### src/rtl/ysyx_23060303_regfile_sb_pkg.sv
// Shared types and constants for the scoreboarded register file.
package ysyx_23060303_rf_pkg;

  typedef enum logic [0:0] {
    RF_INIT = 1'b0,
    RF_RUN  = 1'b1
  } rf_state_e;

  localparam int RF_ADDR_WIDTH = 5;
  localparam int RF_DATA_WIDTH = 32;
  localparam int RF_NREAD      = 2;

  // Low bit of a port's field inside a packed multi-port bus.
  function automatic int port_lsb(input int port, input int width);
    return port * width;
  endfunction

endpackage

### src/rtl/ysyx_23060303_regfile_sb_if.sv
// Decode/issue and writeback bus of the register file.
interface ysyx_23060303_regfile_sb_if
  import ysyx_23060303_rf_pkg::*;
#(
  parameter int ADDR_WIDTH = RF_ADDR_WIDTH,
  parameter int DATA_WIDTH = RF_DATA_WIDTH,
  parameter int NREAD      = RF_NREAD
);

  logic [NREAD*ADDR_WIDTH-1:0] raddr;
  logic [NREAD*DATA_WIDTH-1:0] rdata;
  logic [NREAD-1:0]            rs_busy;
  logic                        wen;
  logic [ADDR_WIDTH-1:0]       waddr;
  logic [DATA_WIDTH-1:0]       wdata;
  logic                        issue_en;
  logic [ADDR_WIDTH-1:0]       issue_rd;

  // Core side: drives addresses, writeback and issue; consumes operands.
  modport master (
    output raddr, wen, waddr, wdata, issue_en, issue_rd,
    input  rdata, rs_busy
  );

  // Register file side.
  modport slave (
    input  raddr, wen, waddr, wdata, issue_en, issue_rd,
    output rdata, rs_busy
  );

endinterface

### src/rtl/ysyx_23060303_rf_read_port.sv
// One read port: writeback bypass, register-0 masking and INIT masking.
module ysyx_23060303_rf_read_port
  import ysyx_23060303_rf_pkg::*;
#(
  parameter int ADDR_WIDTH = RF_ADDR_WIDTH,
  parameter int DATA_WIDTH = RF_DATA_WIDTH,
  parameter int ZERO_REG   = 1
) (
  input  logic [ADDR_WIDTH-1:0] raddr,
  input  logic [DATA_WIDTH-1:0] rf_word,
  input  logic                  busy_bit,
  input  logic                  wen,
  input  logic [ADDR_WIDTH-1:0] waddr,
  input  logic [DATA_WIDTH-1:0] wdata,
  input  logic                  run,
  output logic [DATA_WIDTH-1:0] rdata,
  output logic                  rs_busy
);

  logic zero_hit;
  assign zero_hit = (ZERO_REG != 0) && (raddr == '0);

  // Same-cycle writeback wins over storage; the write also retires the producer.
  always_comb begin
    rdata   = '0;
    rs_busy = 1'b0;
    if (run && !zero_hit) begin
      if (wen && (waddr == raddr)) begin
        rdata   = wdata;
        rs_busy = 1'b0;
      end else begin
        rdata   = rf_word;
        rs_busy = busy_bit;
      end
    end
  end

endmodule

### src/rtl/ysyx_23060303_regfile_sb.sv
// Register file with N read ports, bypass, busy scoreboard and zeroing sweep.
module ysyx_23060303_regfile_sb
  import ysyx_23060303_rf_pkg::*;
#(
  parameter int ADDR_WIDTH = RF_ADDR_WIDTH,
  parameter int DATA_WIDTH = RF_DATA_WIDTH,
  parameter int NREAD      = RF_NREAD,
  parameter int ZERO_REG   = 1
) (
  input  logic                        clk,
  input  logic                        rst,
  output logic                        init_done,
  ysyx_23060303_regfile_sb_if.slave   bus
);

  localparam int DEPTH = 1 << ADDR_WIDTH;

  logic [DATA_WIDTH-1:0] rf [DEPTH];
  logic [DEPTH-1:0]      busy_reg;
  logic [DEPTH-1:0]      busy_next;
  logic [ADDR_WIDTH-1:0] cnt_reg;
  rf_state_e             state_reg;
  logic                  init_done_reg;
  logic                  run;
  logic                  zero_w;
  logic                  zero_issue;

  assign run        = (state_reg == RF_RUN);
  assign init_done  = init_done_reg;
  assign zero_w     = (ZERO_REG != 0) && (bus.waddr == '0);
  assign zero_issue = (ZERO_REG != 0) && (bus.issue_rd == '0);

  // Scoreboard: writeback clears first, issue sets after so a new producer wins.
  always_comb begin
    busy_next = busy_reg;
    if (run) begin
      if (bus.wen) begin
        busy_next[bus.waddr] = 1'b0;
      end
      if (bus.issue_en && !zero_issue) begin
        busy_next[bus.issue_rd] = 1'b1;
      end
    end
  end

  // Control FSM: sweep every register once after reset, then run.
  always_ff @(posedge clk) begin
    if (rst) begin
      state_reg     <= RF_INIT;
      cnt_reg       <= '0;
      busy_reg      <= '0;
      init_done_reg <= 1'b0;
    end else begin
      busy_reg <= busy_next;
      case (state_reg)
        RF_INIT: begin
          cnt_reg <= cnt_reg + 1'b1;
          if (cnt_reg == '1) begin
            state_reg     <= RF_RUN;
            init_done_reg <= 1'b1;
          end
        end
        RF_RUN: begin
          state_reg <= RF_RUN;
        end
        default: begin
          state_reg <= RF_INIT;
        end
      endcase
    end
  end

  // Storage write port shared by the zeroing sweep and writeback.
  always_ff @(posedge clk) begin
    if (!rst) begin
      if (state_reg == RF_INIT) begin
        rf[cnt_reg] <= '0;
      end else if (bus.wen && !zero_w) begin
        rf[bus.waddr] <= bus.wdata;
      end
    end
  end

  for (genvar gi = 0; gi < NREAD; gi++) begin : g_rd
    localparam int AL = port_lsb(gi, ADDR_WIDTH);
    localparam int DL = port_lsb(gi, DATA_WIDTH);

    logic [ADDR_WIDTH-1:0] addr;
    assign addr = bus.raddr[AL +: ADDR_WIDTH];

    ysyx_23060303_rf_read_port #(
      .ADDR_WIDTH (ADDR_WIDTH),
      .DATA_WIDTH (DATA_WIDTH),
      .ZERO_REG   (ZERO_REG)
    ) u_port (
      .raddr    (addr),
      .rf_word  (rf[addr]),
      .busy_bit (busy_reg[addr]),
      .wen      (bus.wen),
      .waddr    (bus.waddr),
      .wdata    (bus.wdata),
      .run      (run),
      .rdata    (bus.rdata[DL +: DATA_WIDTH]),
      .rs_busy  (bus.rs_busy[gi])
    );
  end

endmodule

### src/flat_wrapper.sv
// flat-port wrapper written by rule: the top's interface ports become plain ports
module ysyx_23060303_regfile_sb_flat import ysyx_23060303_rf_pkg::*;
#(
  parameter int ADDR_WIDTH = RF_ADDR_WIDTH,
  parameter int DATA_WIDTH = RF_DATA_WIDTH,
  parameter int NREAD      = RF_NREAD,
  parameter int ZERO_REG   = 1
)
  (clk, rst, init_done, bus_raddr, bus_wen, bus_waddr, bus_wdata, bus_issue_en, bus_issue_rd, bus_rdata, bus_rs_busy);
  ysyx_23060303_regfile_sb_if #(.ADDR_WIDTH(ADDR_WIDTH), .DATA_WIDTH(DATA_WIDTH), .NREAD(NREAD)) bus_i ();
  input  logic clk;
  input  logic rst;
  output logic init_done;
  input wire logic [$bits(bus_i.raddr)-1:0] bus_raddr;
  input wire logic [$bits(bus_i.wen)-1:0] bus_wen;
  input wire logic [$bits(bus_i.waddr)-1:0] bus_waddr;
  input wire logic [$bits(bus_i.wdata)-1:0] bus_wdata;
  input wire logic [$bits(bus_i.issue_en)-1:0] bus_issue_en;
  input wire logic [$bits(bus_i.issue_rd)-1:0] bus_issue_rd;
  output wire logic [$bits(bus_i.rdata)-1:0] bus_rdata;
  output wire logic [$bits(bus_i.rs_busy)-1:0] bus_rs_busy;
  assign bus_i.raddr = bus_raddr;
  assign bus_i.wen = bus_wen;
  assign bus_i.waddr = bus_waddr;
  assign bus_i.wdata = bus_wdata;
  assign bus_i.issue_en = bus_issue_en;
  assign bus_i.issue_rd = bus_issue_rd;
  assign bus_rdata = bus_i.rdata;
  assign bus_rs_busy = bus_i.rs_busy;
  ysyx_23060303_regfile_sb #(.ADDR_WIDTH(ADDR_WIDTH), .DATA_WIDTH(DATA_WIDTH), .NREAD(NREAD), .ZERO_REG(ZERO_REG)) u_core (.clk(clk), .rst(rst), .init_done(init_done), .bus(bus_i));
endmodule
### config.mk
export PLATFORM = sky130hd
export DESIGN_NAME = ysyx_23060303_regfile_sb_flat
export DESIGN_NICKNAME = d
export VERILOG_FILES = /design/src/rtl/ysyx_23060303_regfile_sb_pkg.sv /design/src/rtl/ysyx_23060303_regfile_sb_if.sv /design/src/rtl/ysyx_23060303_rf_read_port.sv /design/src/rtl/ysyx_23060303_regfile_sb.sv /design/src/flat_wrapper.sv
export SDC_FILE = /design/constraint.sdc
export NUM_CORES = 1
export LEC_CHECK = 0
export BUFFER_PORTS_ARGS = -buffer_cell sky130_fd_sc_hd__buf_2
export CAP_MARGIN = 20
export CORE_MARGIN = 5
export CORE_UTILIZATION = 24
export CTS_BUF_LIST = sky130_fd_sc_hd__clkbuf_16
export CTS_CLUSTER_DIAMETER = 30
export DETAILED_ROUTE_END_ITERATION = 7
export GPL_TIMING_DRIVEN = 0
export MAX_ROUTING_LAYER = met4
export PLACE_DENSITY_LB_ADDON = 0.08
export SLEW_MARGIN = 15
export SYNTH_ARGS = -nofsm -noshare
export SYNTH_HDL_FRONTEND = slang
export SYNTH_HIERARCHICAL = 1
export SYNTH_SLANG_ARGS = --single-unit
### constraint.sdc
create_clock -name clk -period 4.9 [get_ports clk]
set_input_delay 0.49 -clock clk [delete_from_list [all_inputs] [get_ports clk]]
set_output_delay 0.49 -clock clk [all_outputs]
set_load 0.05 [all_outputs]
## Word level (Yosys, flattened, before mapping)

Memories as Yosys holds them, arrays and structs flattened.
Index checks and enable logic that the tools add are counted.

- Bitwise gates (word level): 4
- Mux-type cells: 31
- Equality and inequality tests: 3
- Reduce and logical (&&, ||, !) cells: 18
- $lt $le $gt $ge: 6
- $add $sub $neg: 1

Operator list:

| kind | number |
|---|---|
| $mux W32 | 8 |
| $and A32 B32 Y32 | 1 |
| $not A32 Y32 | 1 |
| $or A32 B32 Y32 | 1 |
| $reduce_or A32 Y1 | 1 |
| $lt A5 B6 Y1 const B | 4 |
| $logic_not A5 Y1 | 4 |
| $mux W1 | 17 |
| $bmux W1 S5 | 2 |
| $demux W1 S5 | 2 |
| $eq A5 B5 Y1 | 2 |
| $ge A5 B1 Y1 const B | 2 |
| $logic_and A1 B1 Y1 | 8 |
| $add A5 B1 Y5 const B | 1 |
| $eq A5 B5 Y1 const B | 1 |
| $mux W5 | 1 |
| $logic_not A1 Y1 | 4 |
| $pmux W1 S2 | 1 |
| $reduce_and A2 Y1 | 1 |
| $not A1 Y1 | 1 |

- Memories: 1
- Logic and storage cells: 68
- Bits of input ports: 56
- Bits in writable memories: 1024
- Flip-flop bits (word level): 39
- Output and inout bits: 67

Memory list:

| name | words | bits a word | read ports | clocked after Yosys merged registers in | write ports | RTL line | RTL |
|---|---|---|---|---|---|---|---|
| u_core.rf | 32 | 32 | 2 | 0 | 1 | ysyx_23060303_regfile_sb.sv:18 | `logic [DATA_WIDTH-1:0] rf [DEPTH];` |

## Logic depth before layout (Yosys ltp)

- Word-level depth: 10
- Depth in mapped cells: 10

## By module

The synthesis kept the hierarchy.

By module, submodules not included:

| module | cells an instance | times used | area each (um^2) |
|---|---|---|---|
| ysyx_23060303_regfile_sb | 3740 | 1 | 50955.1 |
| ysyx_23060303_rf_read_port | 125 | 2 | 669.4 |

## Least setup slack after synthesis

Ideal clock, no wire load.

- Path type: in2reg
- Start: in bus_waddr[2]
- End: mem u_core/rf[25][0] in the netlist's numbering, enable pin
- Path slack: 1.289 ns
- Arrival: 3.190 ns
- Stages: 7
- Path buffers: 3
- Path through: buf_2 or3_1 buf_2 o31a_1 buf_6 mux2_4 nor2_1

- Longest elaborated chain between the ends: 9
- Elaborated cells on any way between the ends: 10

RTL lines:

| what | RTL line | RTL |
|---|---|---|
| from (decl) | flat_wrapper.sv:16 | `input wire logic [$bits(bus_i.waddr)-1:0] bus_waddr;` |
| $logic_not A5 Y1 | ysyx_23060303_regfile_sb.sv:30 | `assign zero_w = (ZERO_REG != 0) && (bus.waddr == '0);` |
| $logic_not A1 Y1 | ysyx_23060303_regfile_sb.sv:78 | `end else if (bus.wen && !zero_w) begin` |
| $logic_and A1 B1 Y1 | ysyx_23060303_regfile_sb.sv:78 |  |
| $mux W1 | ysyx_23060303_regfile_sb.sv:78 |  |
| $mux W1 | ysyx_23060303_regfile_sb.sv:76 | `if (state_reg == RF_INIT) begin` |
| $mux W1 | ysyx_23060303_regfile_sb.sv:75 | `if (!rst) begin` |
| $mux W1 (implied by the code) | ysyx_23060303_regfile_sb.sv:79 | `rf[bus.waddr] <= bus.wdata;` |
| $reduce_or A32 Y1 (no source line) | -- |  |
| $mux W5 (no source line) or $mux W1 (tied branches) | -- |  |
| to (decl) | ysyx_23060303_regfile_sb.sv:18 |  |

Several ways; a longest one is shown, not always the timed one.

## Final worst setup path

- Start: in bus_raddr[5]
- End: out bus_rdata[41]

- Longest elaborated chain between the ends: 4
- Elaborated cells on any way between the ends: 8

RTL lines:

| what | RTL line | RTL |
|---|---|---|
| from (decl) | flat_wrapper.sv:14 | `input wire logic [$bits(bus_i.raddr)-1:0] bus_raddr;` |
| parallel branches: the longest is 3 deep, another holds $mem_v2 Z32 W32 | -- |  |
| $mux W32 (*) | ysyx_23060303_rf_read_port.sv:27 | `if (run && !zero_hit) begin` |
| to (decl) | flat_wrapper.sv:20 | `output wire logic [$bits(bus_i.rdata)-1:0] bus_rdata;` |

Every way passes the cells marked *.

==> results.md <==
- Top layer in use: met4
- Final Slew Violations: 0
- Worst Path Max Fanout: 10
- Post-CTS setup buffers: 0
- Met3 WL: 14500 µm
- Slew at the pin closest to its max-slew limit: between 1 and 1.5 ns
- CTS tree: yes
- Met1 Wirelength: about 110000 µm
- Period utilization: 1.01
- Post-synthesis mux area share: 0.204
- Distinct cells, synth: 46
- Skew final: 0.0437 ns
- Met2 Wirelength: roughly 120000 µm
- Area of the multi-input gates: 19700 µm²
- Vias/cell: between 5 and 6
- Fraction of layout cells with a size suffix above 1: 0.194
- Net Sw Frac: 0.229
- Initial antenna violation count: 20
- TritonCTS Buffers: 331
- Dpl cell area: 58400 µm²
- Overflow after GRT: 0
- Fin worst setup slack: -0.0380 ns
- Final setup violation count: 4
- Worst skew pair latency: 0.90 ns
- Worst Reg-to-Reg Cells: 7
- Worst R2R Setup Slack: 1.22 ns
- Hold EP: u_core/busy_reg[15]
- Worst EP arrival: 4.45 ns
- Final TNS setup: -0.0867 ns
- Final Hold Viols: 0
- Post-Synth Simple-Gate Area: 0.0717
- Yosys reg bits: between 1000 and 1500
- Vias in the first global route: about 40000
- Slew headroom: 0.169
- Inst Count DP: 7038
- DP Worst Slack: -0.602 ns
- Die width: 477 µm
- Routability cong.: 0.861
- Via count: 39300
- Asr flop ratio synth: 0
- Initial Utilization: 0.241
- Io pins: between 100 and 150
- Crit-path max cell delay: 0.92 ns
- Critical R2R Capture: u_core/rf[1][16]
- Worst min-delay path startpoint: bus_issue_en
- CTS H-Tree Depth: 5
- Power, Total: 32.2 mW
- Worst EP required: 4.41 ns
- First-pass GRT wire length: approximately 340000 µm
- Top_reg_cell synth: edfxtp_1
- FMAX: slightly above 200 MHz
- CP startpoint kind: input port
- Synth Area in XOR/XNOR: 0.00201
- Power Dens Cells: 465 nW/µm²
- Root Buffer: clkbuf_16
- Largest family of logic cells by synthesized area: multiplexers
- Filler cell count: 21700
- Slowest stage cell, crit path: a31oi_1
- Failing checks: negative setup slack
- Syn_area_per_cell: ~13 µm²
- Die span in y: 477 µm
- Post-DR wirelength/cell: roughly 33 µm
- Post-Route WL: 254000 µm
- Crit path top cell by count: buf_2
- Post-Synthesis Cells: 3990
- Nets: 4581
- Compound-cell area share of the yosys netlist: 0.0916
- Gr usage total: 0.221
- Hold Path Depth: 4
- Initial DRC count: just under 4000
- CP delay by family, top: buffers and inverters
- CP Cell Sequence: buf_2 -> buf_2 -> buf_2 -> buf_2 -> mux2i_1 -> a22oi_1 -> a31oi_1 -> nand3_1 -> nand2_1 -> o21ai_1 -> buf_2
- Seq/Total Area, Yosys: 0.603
- Net Sw Power: 7.37 mW
- Fraction of power consumed by the clock network: 0.629
- Post-route ant nets: 0
- Final hold slack: 0.123 ns
- CP Class: input port to output port
- Synthesized net count: slightly above 4000
- FF+latch area: about 32000 µm²
- CORE AREA: approximately 220000 µm²
- Tmin final: between 4 and 5 ns
- Leakage: roughly 27 nW
- Power Internal: approximately 25 mW
- Largest net degree at the start of global routing: 33
- Max reg flops: 1024
- RR Startpoint: u_core/run
- Post-synth EDFFs: 1024
- Crit. End Element: output port
- Drt drc: 0
- Synth Warn #: 6
- Max Cap Viol: 0
- CTS Buffer Depth: 4
- Clock-pin slew on the worst setup and hold paths: 0.04 ns
- Combinational fraction of design power: 0.062
- HPWL reported at the end of detailed placement: 180000 µm
- Pre-antenna DRT Iters: 5
- RSZ-0062 raised after global routing: no
- Area growth from synthesis to layout: 32.5%
- Row cnt: 171
- WP buf/inv: 5
- Max VDD drop: 0.000213 V
- Seq pwr share: 0.308
- Port buffer count: around 120
- CTS Sinks: 1063
- HP Class: input port to flop
- Fin area: 69300 µm²
- Die ar.: ~230000 µm²
- Outcome: finished with violations
- Post-synthesis adder-cell area fraction: 0.000479
- Fin util: 0.319
- Finished Layout Cells: 7644
- Post-Synthesis Cell Area: 52300 µm²
-- per-layer routing --
layer / vias to the layer above / track usage
met5: - / -
met3: 523 / 0.0370
met2: 1640 / 0.345
met1: 20300 / 0.292
met4: 0 / 0.0749
li1: 16800 / -
-- tightest hold or removal path, delay by kind of cell --
family          cells  cell delay [ns]
buf+inv             1             0.13
compound gates      1             0.05
simple gates        2             0.31
-- kinds of logic (layout without fill, tap and decap cells) --
| kind of cell | after synthesis | count (layout) |
|---|---|---|
| compound gates | 738 | 738 |
| xor+xnor | 12 | 12 |
| fa+ha+maj | 2 | 2 |
| buf+inv | 323 | 1103 |
| flops | 1063 | 1063 |
| mux | 1062 | 1062 |
| other cells | 0 | 20 |
| simple gates | 790 | 790 |
-- cells in the final DEF (no fill, tap or decap), types with 11 or more instances in the layout --
master | netlist | layout
a31oi_2 | 0 | 15
mux2i_1 | 1059 | 1059
nand2_1 | 315 | 315
clkbuf_1 | 159 | 132
clkinv_1 | 0 | 56
buf_16 | 0 | 24
bufinv_16 | 0 | 41
a22o_1 | 133 | 133
buf_6 | 9 | 11
clkinv_2 | 0 | 70
clkinvlp_4 | 0 | 17
a22oi_1 | 198 | 198
buf_12 | 0 | 45
edfxtp_1 | 1024 | 1024
nand3_1 | 203 | 203
buf_2 | 121 | 239
a31oi_1 | 68 | 53
diode_2 | 0 | 20
dfxtp_1 | 39 | 39
and2_2 | 0 | 32
nor2_4 | 0 | 28
nor3_1 | 71 | 71
nand4_1 | 66 | 66
a21oi_1 | 237 | 237
inv_1 | 2 | 48
clkbuf_2 | 2 | 24
o21ai_0 | 38 | 38
o21ai_1 | 58 | 57
nor2_1 | 47 | 19
buf_1 | 26 | 26
clkbuf_16 | 0 | 337
-- layout make-up --
type,count,share of cell area
clock buffer,337,0.122
antenna,20,0.000722
timing repair buffer,204,0.0334
clock inverter,243,0.0321
tap,2854,0.0515
buffer,317,0.0212
sequential,1063,0.455
inverter,2,0.000108
multi-input combinational,2604,0.284
-- timing repair --
item,CTS,global route
gates resized for setup,22,12
endpoints found under the setup margin,60,9
endpoints found under the hold margin,15,0
hold buffers,8,0
-- synth_stat cells (47+ instances only) --
cell | instances | share of area
nor2_1 | 47 | 0.0034
a22oi_1 | 198 | 0.028
clkbuf_1 | 159 | 0.011
nand4_1 | 66 | 0.0079
a21oi_1 | 237 | 0.023
o21ai_1 | 58 | 0.0056
a31oi_1 | 68 | 0.0081
nand2_1 | 315 | 0.023
edfxtp_1 | 1024 | 0.59
a22o_1 | 133 | 0.022
nand3_1 | 203 | 0.019
buf_2 | 121 | 0.012
mux2i_1 | 1059 | 0.20
nor3_1 | 71 | 0.0068
-- power groups by stage --
stage,Clock (mW),Combinational (mW),Sequential [mW]
after detailed placement,0,1.98,10.1
after floorplan,0,1.01,10.1
after CTS,20.6,1.99,9.94
final,20.3,2.01,9.94
after global placement,0,1.93,10.1
after global routing,21.1,2.07,9.94
-- worst max path at each step --
stage	startpoint	endpoint	slack (ns)	cells after the start
2_1_floorplan	bus_waddr[2]	u_core/rf[25][0]	1.29	7
3_3_place_gp	bus_waddr[2]	u_core/rf[22][16]	-2.04	9
3_5_place_dp	bus_raddr[2]	bus_rdata[9]	-0.60	11
4_1_cts	bus_raddr[5]	bus_rdata[40]	0.03	11
5_1_grt	bus_raddr[0]	bus_rdata[26]	0.009	11
6_report	bus_raddr[5]	bus_rdata[41]	-0.04	11
No activity file was read; power rests on OpenSTA's default activity.
